===== src/rtl/lsu_pkg.sv =====
// ---------------------------------------------------------------------------
// lsu_pkg
// Shared definitions for the memory-stage load/store unit:
//   - funct3 width codes for loads and stores
//   - FSM state encodings (IDLE / BUSY / DONE)
//   - byte-enable base patterns for byte, halfword and word accesses
//   - access-size decode helper (undefined codes decode as word)
// ---------------------------------------------------------------------------
package lsu_pkg;

    // funct3 width codes; stores use the B/H/W codes only
    localparam logic [2:0] F3_B  = 3'b000;
    localparam logic [2:0] F3_H  = 3'b001;
    localparam logic [2:0] F3_W  = 3'b010;
    localparam logic [2:0] F3_BU = 3'b100;
    localparam logic [2:0] F3_HU = 3'b101;

    // FSM states
    localparam logic [1:0] ST_IDLE = 2'd0;
    localparam logic [1:0] ST_BUSY = 2'd1;
    localparam logic [1:0] ST_DONE = 2'd2;

    // Byte-enable patterns before lane shifting
    localparam logic [3:0] BE_BYTE = 4'b0001;
    localparam logic [3:0] BE_HALF = 4'b0011;
    localparam logic [3:0] BE_WORD = 4'b1111;

    typedef enum logic [1:0] {
        SZ_BYTE = 2'd0,
        SZ_HALF = 2'd1,
        SZ_WORD = 2'd2
    } lsu_size_e;

    // 011, 110 and 111 fall through to word
    function automatic lsu_size_e size_of(input logic [2:0] f3);
        lsu_size_e sz;
        case (f3)
            F3_B, F3_BU: sz = SZ_BYTE;
            F3_H, F3_HU: sz = SZ_HALF;
            default:     sz = SZ_WORD;
        endcase
        return sz;
    endfunction

endpackage


===== src/rtl/lsu_align.sv =====
// ---------------------------------------------------------------------------
// lsu_align
// Combinational lane steering for the load/store unit.
// Store side: replicates store data across the word and builds byte enables
// from the access size and the low address bits.
// Load side: selects the addressed byte/halfword from the returned bus word
// and sign- or zero-extends it (funct3[2] = 1 selects zero extension).
// Ports:
//   i_st_funct3  in  3   width code of the access being issued
//   i_st_off     in  2   low address bits of the access being issued
//   i_st_data    in  32  raw store data
//   o_be         out 4   byte enables
//   o_wdata      out 32  lane-replicated store data
//   i_ld_funct3  in  3   width code of the load in flight
//   i_ld_off     in  2   low address bits of the load in flight
//   i_rdata      in  32  word returned by the bus
//   o_ld_data    out 32  extended load result
// ---------------------------------------------------------------------------
module lsu_align
    import lsu_pkg::*;
(
    input  logic [2:0]  i_st_funct3,
    input  logic [1:0]  i_st_off,
    input  logic [31:0] i_st_data,
    output logic [3:0]  o_be,
    output logic [31:0] o_wdata,
    input  logic [2:0]  i_ld_funct3,
    input  logic [1:0]  i_ld_off,
    input  logic [31:0] i_rdata,
    output logic [31:0] o_ld_data
);

    logic [7:0]  w_byte;
    logic [15:0] w_half;
    logic        w_zext;

    // Store lane replication and byte enables
    always_comb begin
        o_be    = BE_WORD;
        o_wdata = i_st_data;
        case (size_of(i_st_funct3))
            SZ_BYTE: begin
                o_be    = BE_BYTE << i_st_off;
                o_wdata = {4{i_st_data[7:0]}};
            end
            SZ_HALF: begin
                // a[0] is ignored here; misalignment is handled by the top
                o_be    = BE_HALF << {i_st_off[1], 1'b0};
                o_wdata = {2{i_st_data[15:0]}};
            end
            default: begin
                o_be    = BE_WORD;
                o_wdata = i_st_data;
            end
        endcase
    end

    // Load lane extraction and extension
    always_comb begin
        w_zext = i_ld_funct3[2];
        case (i_ld_off)
            2'd0:    w_byte = i_rdata[7:0];
            2'd1:    w_byte = i_rdata[15:8];
            2'd2:    w_byte = i_rdata[23:16];
            default: w_byte = i_rdata[31:24];
        endcase
        w_half = i_ld_off[1] ? i_rdata[31:16] : i_rdata[15:0];

        case (size_of(i_ld_funct3))
            SZ_BYTE: o_ld_data = {{24{w_byte[7] & ~w_zext}}, w_byte};
            SZ_HALF: o_ld_data = {{16{w_half[15] & ~w_zext}}, w_half};
            default: o_ld_data = i_rdata;
        endcase
    end

endmodule


===== src/rtl/load_store_unit.sv =====
// ---------------------------------------------------------------------------
// load_store_unit
// Memory-stage load/store unit. Issues one access at a time on a valid/ack
// data bus, returns lane-aligned, extended load data, and freezes the
// pipeline (Stall_LSU) while an access is in flight.
// FSM: IDLE -> BUSY (bus_req high until ack or timeout) -> DONE (1 cycle).
// Optional feature, macro LSU_MISALIGN_TRAP_EN: misaligned halfword/word
// accesses skip the bus, go IDLE -> DONE and pulse misalign_err. Without it
// misalign_err is tied low and the alignment bits are ignored.
// Ports:
//   clk, reset               clock (rising edge), synchronous active-high reset
//   MemReadM, MemWriteM      M-stage load / store request (both = store)
//   funct3M                  access width code
//   ALUResultM               byte address
//   WriteDataM               store data (low bits significant)
//   ReadDataM                extended load data, held until the next load
//   Stall_LSU                pipeline freeze request (combinational)
//   bus_req/we/addr/wdata/be registered bus request
//   bus_ack, bus_rdata       bus completion and read word
//   lsu_err                  one-cycle pulse in DONE after a bus timeout
//   misalign_err             one-cycle pulse in DONE after a trapped access
// ---------------------------------------------------------------------------
module load_store_unit
    import lsu_pkg::*;
#(
    parameter int unsigned MAX_WAIT = 16,
    parameter int unsigned CNT_W    = 5
) (
    input  logic        clk,
    input  logic        reset,
    input  logic        MemReadM,
    input  logic        MemWriteM,
    input  logic [2:0]  funct3M,
    input  logic [31:0] ALUResultM,
    input  logic [31:0] WriteDataM,
    output logic [31:0] ReadDataM,
    output logic        Stall_LSU,
    output logic        bus_req,
    output logic        bus_we,
    output logic [31:0] bus_addr,
    output logic [31:0] bus_wdata,
    output logic [3:0]  bus_be,
    input  logic        bus_ack,
    input  logic [31:0] bus_rdata,
    output logic        lsu_err,
    output logic        misalign_err
);

    // Counter value on the last BUSY cycle that may still accept an ack
    localparam logic [CNT_W-1:0] CNT_LAST = CNT_W'(MAX_WAIT - 1);

    logic [1:0]       r_state;
    logic [CNT_W-1:0] r_cnt;
    logic             r_is_load;
    logic [2:0]       r_funct3;
    logic [1:0]       r_off;

    logic             w_access;
    logic             w_trap;
    logic [3:0]       w_be;
    logic [31:0]      w_wdata;
    logic [31:0]      w_ld_data;

    assign w_access = MemReadM | MemWriteM;

`ifdef LSU_MISALIGN_TRAP_EN
    lsu_size_e w_size;
    assign w_size = size_of(funct3M);
    assign w_trap = ((w_size == SZ_HALF) & ALUResultM[0])
                  | ((w_size == SZ_WORD) & (|ALUResultM[1:0]));
`else
    assign w_trap = 1'b0;
`endif

    assign Stall_LSU = ((r_state == ST_IDLE) & w_access) | (r_state == ST_BUSY);

    lsu_align u_align (
        .i_st_funct3 (funct3M),
        .i_st_off    (ALUResultM[1:0]),
        .i_st_data   (WriteDataM),
        .o_be        (w_be),
        .o_wdata     (w_wdata),
        .i_ld_funct3 (r_funct3),
        .i_ld_off    (r_off),
        .i_rdata     (bus_rdata),
        .o_ld_data   (w_ld_data)
    );

    always_ff @(posedge clk) begin
        if (reset) begin
            r_state      <= ST_IDLE;
            r_cnt        <= '0;
            r_is_load    <= 1'b0;
            r_funct3     <= 3'b000;
            r_off        <= 2'b00;
            bus_req      <= 1'b0;
            bus_we       <= 1'b0;
            bus_addr     <= 32'h0;
            bus_wdata    <= 32'h0;
            bus_be       <= 4'h0;
            ReadDataM    <= 32'h0;
            lsu_err      <= 1'b0;
            misalign_err <= 1'b0;
        end else begin
            // Error flags are single-cycle pulses visible in DONE
            lsu_err      <= 1'b0;
            misalign_err <= 1'b0;
            case (r_state)
                ST_IDLE: begin
                    if (w_access) begin
                        if (w_trap) begin
                            misalign_err <= 1'b1;
                            if (!MemWriteM) begin
                                ReadDataM <= 32'h0;
                            end
                            r_state <= ST_DONE;
                        end else begin
                            bus_req   <= 1'b1;
                            bus_we    <= MemWriteM;
                            bus_addr  <= {ALUResultM[31:2], 2'b00};
                            bus_wdata <= w_wdata;
                            bus_be    <= w_be;
                            r_is_load <= ~MemWriteM;
                            r_funct3  <= funct3M;
                            r_off     <= ALUResultM[1:0];
                            r_cnt     <= '0;
                            r_state   <= ST_BUSY;
                        end
                    end
                end
                ST_BUSY: begin
                    // An ack on the last allowed cycle still wins over timeout
                    if (bus_ack) begin
                        bus_req <= 1'b0;
                        if (r_is_load) begin
                            ReadDataM <= w_ld_data;
                        end
                        r_state <= ST_DONE;
                    end else if (r_cnt == CNT_LAST) begin
                        bus_req <= 1'b0;
                        lsu_err <= 1'b1;
                        if (r_is_load) begin
                            ReadDataM <= 32'h0;
                        end
                        r_state <= ST_DONE;
                    end else begin
                        r_cnt <= r_cnt + 1'b1;
                    end
                end
                ST_DONE: begin
                    r_state <= ST_IDLE;
                end
                default: begin
                    r_state <= ST_IDLE;
                end
            endcase
        end
    end

endmodule


===== config.mk =====
export PLATFORM = sky130hd
export DESIGN_NAME = load_store_unit
export DESIGN_NICKNAME = d
export VERILOG_FILES = /design/src/rtl/lsu_pkg.sv /design/src/rtl/lsu_align.sv /design/src/rtl/load_store_unit.sv
export SDC_FILE = /design/constraint.sdc
export NUM_CORES = 1
export LEC_CHECK = 0
export CAP_MARGIN = 20
export CELL_PAD_IN_SITES_DETAIL_PLACEMENT = 0
export CELL_PAD_IN_SITES_GLOBAL_PLACEMENT = 1
export CORE_ASPECT_RATIO = 0.8
export CORE_MARGIN = 2
export CORE_UTILIZATION = 30
export DETAILED_ROUTE_END_ITERATION = 7
export PLACE_DENSITY_LB_ADDON = 0.1
export SLEW_MARGIN = 10
export SYNTH_ARGS = -nofsm -noshare
export SYNTH_HDL_FRONTEND = slang
export SYNTH_SLANG_ARGS = --single-unit

===== constraint.sdc =====
create_clock -name clk -period 2.9 [get_ports clk]
set_clock_uncertainty 0.2 [all_clocks]
set_input_delay 0.58 -clock clk [delete_from_list [all_inputs] [get_ports clk]]
set_output_delay 0.58 -clock clk [all_outputs]
set_load 0.05 [all_outputs]

Word level (Yosys, flattened, before mapping) --
Cells that the tools add are included.
Cells by class: add/subtract/negate cells 1, reduce and logical (&&, ||, !) cells 18, eq/ne operators 16, shift-type cells 2, bitwise logic cells 8, multiplexer cells 24
Operator list (number):
- $mux 32 | 4
- $pmux 32 s2 | 2
- $pmux 8 s3 | 1
- $mux 16 | 1
- $mux 5 | 3
- $eq 3x3->1 const B | 4
- $pmux 2 s2 | 3
- $pmux 5 s2 | 1
- $eq 2x1->1 const B | 4
- $logic_not 2->1 | 4
- $pmux 4 s2 | 1
- $reduce_or 2->1 | 4
- $eq 3x1->1 const B | 2
- $logic_not 3->1 | 2
- $mux 2 | 3
- $ne 2x2->1 const B | 3
- $reduce_and 3->1 | 2
- $add 5x1->5 const B | 1
- $eq 5x4->1 const B | 1
- $mux 1 | 4
- $reduce_and 2->1 | 2
- $reduce_and 4->1 | 1
- $reduce_bool 2->1 | 2
- $shl 1x2->4 const A | 1
- 8 further kinds | 13
Word-level totals: bits of input ports 104, output and inout bits 105, bits in registers 114, logic and storage cells 81

Depth between registers and ports, before layout --
word-level depth 7, gate-level depth with buffers 8, mapped depth without buffers 7

Modules after synthesis --
Synthesis repeated with hierarchy kept, for this count alone.
Unflattened totals: cells, all modules 713, area, all modules 5639.2 µm²
Modules (own cells, without submodules):
- load_store_unit | times used 1, sequential area each 2282.2 µm², area each 4361.7 µm², cells an instance 531
- lsu_align | times used 1, sequential area each 0.0 µm², area each 1277.5 µm², cells an instance 182

Worst setup path after synthesis --
No wires, ideal clock.
kind register -> register, start point reg r_cnt[0], end point reg r_cnt[3], path buffers 0, required time 2621 ps, stages on the path, launching flop included 8, data arrival time 2049 ps, setup slack 572 ps, clock period less this slack 2328 ps, cell sequence dfxtp_1 ha_1 and3_1 ha_1 or2_4 a211o_4 or3_1 a211oi_2
On the way: word-level cells in the longest chain between the ends 4, elaborated cells on any way between the ends 7
Ends and longest elaborated chain:
- start: declaration | line load_store_unit.sv:53 | logic [CNT_W-1:0] r_cnt;
- start signal: assignment | line load_store_unit.sv:147 | r_cnt <= r_cnt + 1'b1;
- $add 5x1->5 | line load_store_unit.sv:147
- $mux 5 | line load_store_unit.sv:139 | end else if (r_cnt == CNT_LAST) begin
- $mux 5 | line load_store_unit.sv:133 | if (bus_ack) begin
- $pmux 5 s2 | line load_store_unit.sv:108 | case (r_state)
Parallel ways exist; a longest one is shown, timed or not. The select of a mux whose other input is x is not followed. A chain may end at the register's enable or synchronous reset.

Final worst setup path --
start point in MemWriteM, end point out Stall_LSU
On the way: word-level cells in the longest chain between the ends 3
Ends and longest elaborated chain:
- start: declaration | line load_store_unit.sv:32 | input logic MemWriteM,
- $or 1x1->1 | line load_store_unit.sv:64 | assign w_access = MemReadM | MemWriteM;
- $and 1x1->1 | line load_store_unit.sv:75 | assign Stall_LSU = ((r_state == ST_IDLE) & w_access) | (r_state == ST_BUSY);
- $or 1x1->1 | line load_store_unit.sv:75
- end: declaration | line load_store_unit.sv:37 | output logic Stall_LSU,
No other way between the ends.

==> Implementation_results.wiki <==
{| class="wikitable"
! Metric !! Value
|-
| Final worst path period share || 0.8760
|-
| Critical path's top delay family || buffers and inverters
|-
| Post-layout minimum cycle time || 2.540 ns
|-
| Worst path required time || 2.12 ns
|-
| Die Area || 17,170 um^2
|-
| Vias in the first global route || 4,816
|-
| Worst stage delay on the critical path || 0.51 ns
|-
| Origin of the critical flop-to-flop path || r_cnt[0]
|-
| Worst Tran Pin Value || 0.8953 ns
|-
| Buffers from clock root to sink, at most || 2
|-
| Remaining max-slew budget at the tightest pin || 0.4031
|-
| Detailed Routing Iterations Pass 1 || 5
|-
| Crit Path Max Fanout || 5
|-
| Number of port buffers || 205
|-
| Total grt overflow || 0
|-
| Distinct cell type count after synthesis || 45
|-
| Area added between synthesis and finish || 59.97%
|-
| Initial drt markers || 198
|-
| Setup violations, final || 0
|-
| Setup CP Type || in -> out
|-
| Leakage power || 2.915 nW
|-
| Number of enable flip-flop cells after synthesis || 0
|-
| Antenna violations before repair || 0
|-
| Placeable core region || 15,800 um^2
|-
| Hold buffer count at cts || 0
|-
| Total power || 0.004928 W
|-
| Setup crit start || MemWriteM
|-
| Critical path buffer and inverter count || 2
|-
| TritonCTS buffer count || 17
|-
| Top-level I/O count || 209
|-
| Critical Path Start Type || input pin
|-
| Post-synthesis sequential element count || 114
|-
| Hold Crit Class || reg -> reg
|-
| Horizontal die dimension || 146.0 um
|-
| Synthesized area || 4838 um^2
|-
| Setup repair after global routing missed its margin || false
|-
| Average instance area after synthesis || 7.945 um^2
|-
| # DRC || 0
|-
| Clock Tree Root || sky130_fd_sc_hd__clkbuf_16
|-
| Worst IR Drop VDD || 0.0004839 V
|-
| Ys flop type || sky130_fd_sc_hd__dfxtp_1
|-
| TritonCTS clock tree || done
|-
| Vertical die dimension || 117.6 um
|-
| Status || finished clean
|-
| Max-slew violation count || 0
|-
| Routed length per placed instance || 15.43 um
|-
| Clock transition at path regs || 0.06 ns
|-
| Post-route ant nets || 0
|-
| Hpwl dp || 11.47 mm
|-
| Internal power || 0.003435 W
|-
| GPL Wtd Cong || 0.8483
|-
| H-tree lvl count || 4
|-
| Site row count || 41
|-
| Warnings from Yosys || 0
|-
| All-layer global routing usage || 0.1855
|-
| Clock latency at the later pin of the worst-skew pair || 0.41 ns
|-
| Number of buffers added for setup after CTS || 0
|-
| Count of clock tree sinks || 114
|-
| Sequential cell fraction of total power || 0.351
|-
| Arrival time of data at the critical path endpoint || 1.76 ns
|-
| Aggregate negative setup slack || 0 ns
|-
| Routed via count divided by cell count || 4.748
|-
| Count of instances resized after the clock tree is built || 0
|-
| Critical Path Sink Type || output pin
|-
| Slowest cell on the critical path || sky130_fd_sc_hd__clkdlybuf4s50_1
|-
| Number of standard cells after synthesis || 609
|-
| Share of cells above drive strength 1 || 0.07230
|-
| Starting Density || 0.3062
|-
| Final Hold Violating Endpoints || 0
|-
| Combinational share of power || 0.232
|-
| Fraction of synthesis flops using an asynchronous set or reset pin || 0
|-
| First-pass GRT wire length || 25.30 mm
|-
| Minimum setup slack after placement || 0.3106 ns
|-
| Net total in the final layout || 909
|-
| Final worst slack || 0.3597 ns
|-
| Net Sw Frac || 0.3029
|-
| Total Wirelength || 15.91 mm
|-
| Number of diodes || 0
|-
| Switching power of the nets || 0.001492 W
|-
| Pin count of the biggest net entering global routing || 83
|-
| Sequential fraction of the synthesis area || 0.4717
|-
| Power share of the clock group || 0.416
|-
| Post-route core utilization || 0.4899
|-
| Startpoint of the lowest-slack hold path || ReadDataM[31]
|-
| Fmax achieved || 393.7 MHz
|-
| Max-cap viol count || 0
|-
| DR vias || 4,895
|-
| Power density of the placed cells || 636.6 nW/um^2
|-
| Ordered cell list for the critical path || clkdlybuf4s50_1, nor3_1, nor2_1, buf_12
|}
-- metrics by stage --
step	instance area, um^2	hold WS (ns)	cells
after floorplan	4846	0.2567	611
after global placement	7147	0.2350	998
after detailed placement	7158	0.2383	999
after CTS	7740	0.2461	1031
after global routing	7740	0.2692	1031
final	7740	0.2428	1031
-- per-layer routing --
metal | up-vias | GRT usage | share of wire
li1 | 2474 | - | -
met1 | 2242 | 0.2394 | 0.46
met2 | 162 | 0.2768 | 0.43
met3 | 17 | 0.08101 | 0.093
met4 | 0 | 0.06311 | 0.015
met5 | - | 0 | 0
-- cell usage after synthesis, types with 3 or more instances --
| cell | number | area share |
|---|---|---|
| sky130_fd_sc_hd__mux2i_1 | 31 | 0.064 |
| sky130_fd_sc_hd__buf_2 | 6 | 0.0062 |
| sky130_fd_sc_hd__o21ai_0 | 25 | 0.026 |
| sky130_fd_sc_hd__buf_4 | 3 | 0.0047 |
| sky130_fd_sc_hd__o21ai_1 | 28 | 0.029 |
| sky130_fd_sc_hd__a21oi_1 | 82 | 0.085 |
| sky130_fd_sc_hd__nor3_1 | 11 | 0.011 |
| sky130_fd_sc_hd__a211oi_1 | 10 | 0.016 |
| sky130_fd_sc_hd__nor2_1 | 36 | 0.028 |
| sky130_fd_sc_hd__nand2b_1 | 5 | 0.0065 |
| sky130_fd_sc_hd__clkbuf_1 | 31 | 0.024 |
| sky130_fd_sc_hd__inv_1 | 4 | 0.0031 |
| sky130_fd_sc_hd__nand2_1 | 168 | 0.13 |
| sky130_fd_sc_hd__a311oi_1 | 8 | 0.014 |
| sky130_fd_sc_hd__a32o_1 | 7 | 0.014 |
| sky130_fd_sc_hd__dfxtp_1 | 114 | 0.47 |
| sky130_fd_sc_hd__buf_1 | 7 | 0.0054 |
-- kinds of logic after synthesis --
family	synth area share
compound gates	0.2090
fa+ha+maj	0.005171
buf+inv	0.04732
flops	0.4717
mux	0.07111
other cells	0.0007751
simple gates	0.1950
-- registers in the layout, indices dropped and copies added, names as in the netlist --
register   count
r_funct3       3
r_off          2
bus_we         1
r_is_load      1
r_cnt          5
r_state        2
bus_req        1
bus_wdata     32
ReadDataM     32
lsu_err        1
bus_addr      30
bus_be         4
-- cells in the final DEF (no fill, tap or decap), types with 2 or more instances in the layout --
cell type / n
sky130_fd_sc_hd__clkbuf_1: 2
sky130_fd_sc_hd__nor2_1: 36
sky130_fd_sc_hd__inv_2: 2
sky130_fd_sc_hd__bufinv_16: 2
sky130_fd_sc_hd__dfxtp_1: 114
sky130_fd_sc_hd__o21ai_1: 27
sky130_fd_sc_hd__buf_12: 5
sky130_fd_sc_hd__buf_4: 11
sky130_fd_sc_hd__nand2b_1: 5
sky130_fd_sc_hd__conb_1: 3
sky130_fd_sc_hd__a211oi_1: 10
sky130_fd_sc_hd__inv_1: 4
sky130_fd_sc_hd__clkbuf_16: 17
sky130_fd_sc_hd__ha_1: 2
sky130_fd_sc_hd__clkdlybuf4s50_1: 203
sky130_fd_sc_hd__nand2_1: 168
sky130_fd_sc_hd__a311oi_1: 8
sky130_fd_sc_hd__o221ai_1: 2
sky130_fd_sc_hd__a21oi_1: 82
sky130_fd_sc_hd__o21ai_0: 25
sky130_fd_sc_hd__nor3_1: 11
sky130_fd_sc_hd__a32o_1: 7
sky130_fd_sc_hd__or3_1: 2
sky130_fd_sc_hd__clkinvlp_4: 3
sky130_fd_sc_hd__clkbuf_8: 3
sky130_fd_sc_hd__nand3_1: 2
sky130_fd_sc_hd__clkinv_2: 5
sky130_fd_sc_hd__mux2i_1: 31
-- power groups by stage --
stage / registers [W] / clock network, W / logic (W)
detailed placement: 0.00176 / 0 / 0.00115
floorplan: 0.00207 / 0 / 0.000365
global placement: 0.00176 / 0 / 0.00114
global route: 0.00175 / 0.00219 / 0.00123
finish: 0.00173 / 0.00205 / 0.00114
CTS: 0.00173 / 0.00210 / 0.00115
-- worst paths after layout --
check | slack, ns | to | depth (start not counted)
hold / removal | 0.24 | ReadDataM[31] | 2
setup / recovery | 0.36 | Stall_LSU | 4
hold reg to reg | 0.24 | ReadDataM[31] | 2
setup reg to reg | 0.45 | r_cnt[2] | 7
-- worst register-to-register path, cell delays in order (launching register included) --
cell and delay (ns):
sky130_fd_sc_hd__dfxtp_1 0.33, sky130_fd_sc_hd__ha_1 0.23, sky130_fd_sc_hd__and3_1 0.19, sky130_fd_sc_hd__ha_1 0.20, sky130_fd_sc_hd__or2_4 0.26, sky130_fd_sc_hd__a211o_4 0.38
sky130_fd_sc_hd__or4_1 0.42, sky130_fd_sc_hd__a21oi_1 0.15
-- area by class of cell --
class / instances / area [um^2]
Tap cell: 215 / 269.0
Sequential cell: 114 / 2282
Timing Repair Buffer: 221 / 2231
Inverter: 6 / 22.52
Clock inverter: 10 / 107.6
Fill cell: 1526 / 8060
Clock buffer: 22 / 474.2
Multi-Input combinational cell: 443 / 2354
Note: power is estimated with default switching activity, not from simulation.
